==> src/rtl/stall_buf_pkg.sv <==
// Shared sizing defaults and helpers for the global-stall pipeline buffers.
package stall_buf_pkg;

   localparam int unsigned DEF_WIDTH     = 32;
   localparam int unsigned DEF_DEPTH     = 8;
   localparam int unsigned DEF_AF_THRESH = 6;

   // Index width that never collapses to zero bits.
   function automatic int unsigned clog2_safe(input int unsigned v);
      int unsigned r;
      r = 0;
      while ((32'd1 << r) < v) begin
         r = r + 1;
      end
      if (r == 0) begin
         r = 1;
      end
      return r;
   endfunction

endpackage

==> src/rtl/stall_buf_mem.sv <==
// Storage for the stall buffer: synchronous write, combinational read.
module stall_buf_mem
   import stall_buf_pkg::*;
#(
   parameter int unsigned WIDTH = DEF_WIDTH,
   parameter int unsigned DEPTH = DEF_DEPTH,
   parameter int unsigned AW    = clog2_safe(DEF_DEPTH)
) (
   input  logic             clk,
   input  logic             i_we,
   input  logic [AW-1:0]    i_waddr,
   input  logic [WIDTH-1:0] i_wdata,
   input  logic [AW-1:0]    i_raddr,
   output logic [WIDTH-1:0] o_rdata
);

   logic [WIDTH-1:0] r_mem [DEPTH];

   always_ff @(posedge clk) begin
      if (i_we) begin
         r_mem[i_waddr] <= i_wdata;
      end
   end

   assign o_rdata = r_mem[i_raddr];

endmodule

==> src/rtl/stall_skid_fifo.sv <==
// Stall buffer between pipeline stages: queues words under global stall,
// drains oldest-first when released, registered bypass when empty.
module stall_skid_fifo
   import stall_buf_pkg::*;
#(
   parameter int unsigned WIDTH     = DEF_WIDTH,
   parameter int unsigned DEPTH     = DEF_DEPTH,
   parameter int unsigned AF_THRESH = DEF_AF_THRESH,
   localparam int unsigned CW       = $clog2(DEPTH + 1),
   localparam int unsigned PW       = clog2_safe(DEPTH)
) (
   input  logic             clk,
   input  logic             reset,
   input  logic             stall,
   input  logic             flush,
   input  logic             in_valid,
   input  logic [WIDTH-1:0] in_data,
   output logic             out_valid,
   output logic [WIDTH-1:0] out_data,
   output logic             full,
   output logic             almost_full,
   output logic [CW-1:0]    count,
   output logic             overflow
);

   if (DEPTH < 2 || AF_THRESH < 1 || AF_THRESH > DEPTH) begin : g_bad_params
      $error("stall_skid_fifo: need DEPTH >= 2 and 1 <= AF_THRESH <= DEPTH");
   end

   logic [PW-1:0]    r_head;
   logic [PW-1:0]    r_tail;
   logic [CW-1:0]    r_count;
   logic             r_out_valid;
   logic [WIDTH-1:0] r_out_data;
   logic             r_overflow;

   logic             w_full;
   logic             w_nempty;
   logic             w_we;
   logic [WIDTH-1:0] w_rdata;

   // Pointers wrap explicitly so DEPTH need not be a power of two.
   function automatic logic [PW-1:0] f_nxt(input logic [PW-1:0] p);
      if (p == PW'(DEPTH - 1)) begin
         return '0;
      end
      return p + 1'b1;
   endfunction

   assign w_full   = (r_count == CW'(DEPTH));
   assign w_nempty = (r_count != '0);

   always_comb begin
      w_we = 1'b0;
      if (!flush) begin
         if (stall) begin
            w_we = in_valid && !w_full;
         end else if (w_nempty) begin
            w_we = in_valid;
         end
      end
   end

   stall_buf_mem #(
      .WIDTH (WIDTH),
      .DEPTH (DEPTH),
      .AW    (PW)
   ) u_mem (
      .clk     (clk),
      .i_we    (w_we),
      .i_waddr (r_tail),
      .i_wdata (in_data),
      .i_raddr (r_head),
      .o_rdata (w_rdata)
   );

   always_ff @(posedge clk or posedge reset) begin
      if (reset) begin
         r_head      <= '0;
         r_tail      <= '0;
         r_count     <= '0;
         r_out_valid <= 1'b0;
         r_out_data  <= '0;
         r_overflow  <= 1'b0;
      end else if (flush) begin
         r_head      <= '0;
         r_tail      <= '0;
         r_count     <= '0;
         r_out_valid <= 1'b0;
         r_out_data  <= '0;
         r_overflow  <= 1'b0;
      end else if (stall) begin
         r_out_valid <= 1'b0;
         if (in_valid) begin
            if (!w_full) begin
               r_tail  <= f_nxt(r_tail);
               r_count <= r_count + 1'b1;
            end else begin
               r_overflow <= 1'b1;
            end
         end
      end else if (w_nempty) begin
         // Dequeue head; a concurrent arrival refills the freed slot.
         r_out_data  <= w_rdata;
         r_out_valid <= 1'b1;
         r_head      <= f_nxt(r_head);
         if (in_valid) begin
            r_tail <= f_nxt(r_tail);
         end else begin
            r_count <= r_count - 1'b1;
         end
      end else begin
         r_out_data  <= in_data;
         r_out_valid <= in_valid;
      end
   end

   assign out_valid   = r_out_valid;
   assign out_data    = r_out_data;
   assign full        = w_full;
   assign almost_full = (r_count >= CW'(AF_THRESH));
   assign count       = r_count;
   assign overflow    = r_overflow;

endmodule

==> config.mk <==
export PLATFORM = sky130hd
export DESIGN_NAME = stall_skid_fifo
export DESIGN_NICKNAME = d
export VERILOG_FILES = /design/src/rtl/stall_buf_pkg.sv /design/src/rtl/stall_buf_mem.sv /design/src/rtl/stall_skid_fifo.sv
export SDC_FILE = /design/constraint.sdc
export NUM_CORES = 1
export LEC_CHECK = 0
export CAP_MARGIN = 40
export CORE_MARGIN = 4
export CORE_UTILIZATION = 43
export DETAILED_ROUTE_END_ITERATION = 10
export PLACE_DENSITY = 0.67
export SYNTH_ARGS = -nofsm -noshare
export SYNTH_HDL_FRONTEND = slang
export SYNTH_SLANG_ARGS = --single-unit
==> constraint.sdc <==
create_clock -name clk -period 7.9 [get_ports clk]
set_input_delay 0.79 -clock clk [delete_from_list [all_inputs] [get_ports clk]]
set_output_delay 0.79 -clock clk [all_outputs]
set_load 0.01 [all_outputs]
==> impl_metrics.json <==
{
  "max_stage_delay_ps": 540,
  "path_cells": "nor3_1 -> and2_1 -> clkdlybuf4s50_1",
  "hp-class": "flip-flop to flip-flop",
  "viasPerCell": 5.49,
  "power_density_mw_per_mm2": 258,
  "fp.coreArea_mm2": 0.0271,
  "layout_commonest_cell": "edfxtp_1",
  "max-clock-path-buffers": 3,
  "clock.fmax_mhz": 337,
  "insertion_delay_ps": 540,
  "place.gp.congestion": 0.713,
  "ys_ff_latch": 300,
  "worstPathArrival_ps": 2180,
  "drive_above_1_share_pct": 10.4,
  "cap_violations": 0,
  "drt_iter0_drc": 591,
  "power_w": 0.00369,
  "layout_common_cells": "edfxtp_1, mux2i_1, clkdlybuf4s50_1",
  "cts_sinks": 300,
  "flow.area_growth_from_synthesis_pct": 19.9,
  "cts_buffers": 30,
  "final-max-slew-violation-count": 0,
  "holdBufCountCts": 0,
  "tightest_slew_ps": 863,
  "vias": 6586,
  "dieArea_mm2": 0.0305,
  "crit_slowest_cell": "clkdlybuf4s50_1",
  "fin_hold_ws_ps": 494,
  "synth.distinct_cells": 34,
  "die_w_um": 175,
  "portBuffers": 76,
  "wl_met1_um": 11100,
  "layout.nets": 848,
  "dr_wl_met3_um": 1160,
  "cts.root.buffer_cell": "clkbuf_16",
  "die_h_um": 175,
  "routed.top_layer": "met4",
  "yosys_warnings": 0,
  "synth.avg_cell_area_um2": 16.5,
  "max_slew_margin_pct": 42.4,
  "cts_htree_levels": 1,
  "outcome": "finished, final reports clean",
  "crit_type": "flip-flop to output pin",
  "rsz0062_at_grt": "no",
  "cp-start-kind": "flip-flop",
  "cts_resized": 0,
  "io_pins": 77,
  "synth_area_mm2": 0.0119,
  "async_flop_share_pct": 14.7,
  "setup-tns-final_ps": 0,
  "post_cts_buffers": 0,
  "placedCellCount": 1143,
  "grt_max_degree": 70,
  "synth-main-ff-cell": "edfxtp_1",
  "initial_utilization_pct": 44.0,
  "wl_per_cell_um": 20.4,
  "antenna_found_initial": 0,
  "endpoint_kind": "output pin",
  "wirelength_um": 24400,
  "n_fill_cell": 2170,
  "synthesis.nets": 765,
  "power_leakage_nw": 4.53,
  "finClkSkew_ps": 15.1,
  "postRouteAntennaNets": 0,
  "clk_pin_slew_ps": 60,
  "setup_viol": 0,
  "vdd_drop_max_v": 0.000160,
  "stdcell_count": 1200,
  "drc": 0,
  "grt_overflow": 0,
  "tritoncts": "yes",
  "drtPass1Iterations": 5,
  "fin_crit_sh_pct": 37.6,
  "fin_crit_ps": 2970,
  "antennaDiodeCount": 0,
  "critPathMaxFanout": 8,
  "dr_wl_met2_um": 11800,
  "critical-path-top-delay-family": "simple AND/OR/NAND/NOR gates",
  "dp.final_hpwl_um": 14700,
  "synth_edf_count": 256,
  "grt_pass1_vias": 6655,
  "syn-instance-count": 721,
  "row_count": 60,
  "worstPathBufferInverterCount": 1,
  "worstPathRequired_ps": 7110,
  "hold_viol": 0,
  "grt_pass1_wl_um": 38400,
  "grt_usage_pct": 15.7,
  "yosysSeqAreaShare_pct": 73.7
}
## layer usage
metal / vias up / track usage [%]
met2: 153 / 25.9
met5: - / 0
met4: 0 / 3.27
met1: 3343 / 22.5
li1: 3057 / -
met3: 33 / 2.48
## worst min-delay path, cell delays in order, from the launching register on
cell and delay (ps):
dfrtp_1 340, a31oi_1 40, nor2_1 70
## stage by stage
step           area, µm²  utilization [%]  setup slack (ps)
2_1_floorplan      11900                -              3500
5_1_grt            14300             52.8              4770
4_1_cts            14300             52.8              4500
3_5_place_dp       13300             49.1              3960
3_3_place_gp       13100             48.2              3760
6_report           14300             52.8              4930
## logic make-up after synthesis
group	Yosys count	synth area share (%)
flops	300	73.7
fa+ha+maj	7	0.797
simple gates	109	4.33
buf+inv	54	2.15
mux	132	11.1
compound gates	116	7.74
xor+xnor	3	0.220
## path summary, 6_finish.rpt
kind,start,to,slack (ps),cells after the start
max,count[1]$_DFFE_PP0P_,full,4930,3
min,overflow$_DFFE_PP0P_,overflow$_DFFE_PP0P_,490,2
max reg2reg,r_head[2]$_DFFE_PP0P_,out_data[17]$_DFFE_PP0P_,5020,5
min reg2reg,overflow$_DFFE_PP0P_,overflow$_DFFE_PP0P_,490,2
max in group asynchronous,reset,r_head[2]$_DFFE_PP0P_,6660,3
min in group asynchronous,reset,overflow$_DFFE_PP0P_,760,3
## cell usage after synthesis (3+ instances only)
library cell | count | share of area (%)
mux2i_1 | 130 | 11
or3_1 | 3 | 0.16
ha_1 | 6 | 0.63
a22oi_1 | 32 | 2.0
a21oi_1 | 8 | 0.34
nand3_1 | 3 | 0.13
a221oi_1 | 63 | 4.6
edfxtp_1 | 256 | 64
inv_1 | 6 | 0.19
a211oi_1 | 3 | 0.19
nor2_1 | 46 | 1.4
a31oi_1 | 3 | 0.16
clkbuf_1 | 19 | 0.60
buf_4 | 9 | 0.57
nand2_1 | 8 | 0.25
buf_1 | 4 | 0.13
nor2b_1 | 4 | 0.21
dfrtp_1 | 44 | 9.2
buf_2 | 16 | 0.67
o21ai_0 | 4 | 0.17
nor3_1 | 36 | 1.5
## report_power, final
group          leakage [nW]  internal (W)  total, W  switching, W
sequential             2.88       0.00178   0.00182     0.0000373
combinational          1.16      0.000191  0.000451      0.000259
clock                 0.493      0.000866   0.00142      0.000557
## flip-flops by register name (all words and copies together) (netlist names)
name,cells
out_valid,1
overflow,1
count,4
out_data,32
r_head,3
r_tail,3
u_mem.r_mem,256
## area by class of cell
class	count	area [µm²]	area share [%]
Clock buffer	43	841	5.88
Timing Repair Buffer	99	1080	7.52
Tap cell	372	465	3.25
Inverter	6	22.5	0.157
Multi-Input combinational cell	367	2950	20.6
Sequential cell	300	8790	61.5
Clock inverter	13	161	1.13
No activity file was read; power rests on OpenSTA's default activity.
==> RTL change: new RTL, config.mk and constraints unchanged <==
Make the reset (`reset`) synchronous in one clocked block.
--- a/src/rtl/stall_skid_fifo.sv
+++ b/src/rtl/stall_skid_fifo.sv
@@ -74,7 +74,7 @@
       .o_rdata (w_rdata)
    );
 
-   always_ff @(posedge clk or posedge reset) begin
+   always_ff @(posedge clk) begin
       if (reset) begin
          r_head      <= '0;
          r_tail      <= '0;
Behaviour: differs if reset is asserted again (counterexample within 4 cycles, from zero or initial values and one cycle with reset high); with reset held inactive, the same outputs for 4 cycles.
==> RTL change against the unedited design <==
Critical path depth increased by 4; worst setup slack worse by 0.091 ns; synthesized area shrank 2.0%; wire length down 4.5%; final area decreased by 1.0%; sequential cell count is 3 higher; register-to-register slack better by 0.19 ns.
Power is not compared: it rests on default switching activity, and its combinational part moved more than twofold at a synthesized area within 25%.
==> RTL change: results (changes against the unedited design) <==
| Metric | Value |
|---|---|
| Status | `finished clean (unchanged)` |
| Met3 Routed Length | `943 um (was 1160 um)` |
| Async SR Flop Fraction | `0% (was 14.7%)` |
| Wl on met1 | `10800 um (was 11100 um)` |
| Skew final | `0.0260 ns (was 0.0151 ns)` |
| Area after DPL | `13100 um2 (was 13300 um2)` |
| Pre-antenna DRT Iters | `5 (unchanged)` |
| Worst EP arrival | `3.31 ns (was 2.18 ns)` |
| Commonest cells in the netlist | `edfxtp_1, nand2_1, mux4_2 (was edfxtp_1, mux2i_1, a221oi_1)` |
| F_max | `327 MHz (was 337 MHz)` |
| Crit path max-delay cell type | `or3b_2 (was clkdlybuf4s50_1)` |
| Hold Path Sink | `overflow$_SDFFE_PP0P_ (was overflow$_DFFE_PP0P_)` |
| Setup slack, reg-to-reg | `5.21 ns (was 5.02 ns)` |
| 1st-iter DRT viols | `493 (was 591)` |
| FF-to-FF Start | `count[0]$_SDFFE_PP0P_ (was r_head[2]$_DFFE_PP0P_)` |
| Routability Congestion | `0.729 (was 0.713)` |
| Met2 WL | `11200 um (was 11800 um)` |
| Met2 Use GR | `25.4% (was 25.9%)` |
| Worst Setup SP | `stall (was count[1]$_DFFE_PP0P_)` |
| GR Layer Usage met1 | `22.4% (was 22.5%)` |
| Max-slew headroom | `50.5% (was 42.4%)` |
| Ratio of cells with drive above 1 in the final layout | `19.6% (was 10.4%)` |
| Crit-path leading delay family | `simple AND/OR/NAND/NOR gates (unchanged)` |
| CP endpoint | `u_mem.r_mem[5][15]$_DFFE_PP_ (was full)` |
| Vias in the first global route | `6446 (was 6655)` |
| Hold Slack | `0.500 ns (was 0.494 ns)` |
| Via Count | `6078 (was 6586)` |
| CP max stage delay | `0.59 ns (was 0.54 ns)` |
| Power Dens Cells | `246 nW/um2` |
| Total track usage | `15.6% (was 15.7%)` |
| Syn Area/Cell | `18.2 um2 (was 16.5 um2)` |
| Post-Place Setup Slack | `4.26 ns (was 3.96 ns)` |
| Worst Hold Class | `reg -> reg (unchanged)` |
| Synth area leaders | `edfxtp_1, mux4_2, dfxtp_1, a221o_1, nand2_1 (was edfxtp_1, mux2i_1, dfrtp_1, a221oi_1, a22oi_1)` |
| Clk_lat worst skew | `0.57 ns (was 0.54 ns)` |
| Post-synthesis cell type count | `35 (was 34)` |
| CP Launch Type | `input port (was register)` |
| Post-DP HPWL | `14200 um (was 14700 um)` |
| GR Util met3 | `2.47% (was 2.48%)` |
| Largest net degree at the start of global routing | `77 (was 70)` |
| Placed cells | `1039 (was 1143)` |
| Layout Cells excl Fill | `1097 (was 1200)` |
| Crit Path Max Fanout | `76 (was 8)` |
| WHS Path Cells | `2 (unchanged)` |
| Nets | `776 (was 848)` |
| Hold wc startpoint | `overflow$_SDFFE_PP0P_ (was overflow$_DFFE_PP0P_)` |
| Sequential-to-total area share from yosys stat | `73.8% (was 73.7%)` |
| Total wire length | `23300 um (was 24400 um)` |
| First-pass GRT wire length | `37400 um (was 38400 um)` |
| CTS Buf Count | `31 (was 30)` |
| Syn_nets | `689 (was 765)` |
-- RTL change: cell types whose count changed after synthesis, sizes merged, moves of 12 or more --
cell	delta
dfrtp	-44
nor2b	+28
a221oi	-64
o21ai	+33
mux2i	-128
buf	-12
nor2	-31
nand2	+66
nor3	-32
mux4	+64
a221o	+32
a22oi	-32
dfxtp	+47
-- RTL change: area by class of cell --
class / count / area, um2
clock buffer: 40 / 850
clock inverter: 18 / 243
fill: 2123 / 12700
inverter: 3 / 11.3
tap: 341 / 427
timing repair buffer: 93 / 1060
sequential: 303 / 8630
multi-input combinational: 299 / 2940
-- RTL change: cells by family (layout without fill, tap and decap cells) --
logic type / after synthesis / after routing / synth area share (%)
flops: 303 / 303 / 73.8
simple gates: 142 / 142 / 5.84
compound gates: 80 / 80 / 4.96
mux: 66 / 66 / 12.5
buf+inv: 42 / 154 / 1.76
fa+ha+maj: 8 / 8 / 0.920
xor+xnor: 3 / 3 / 0.225
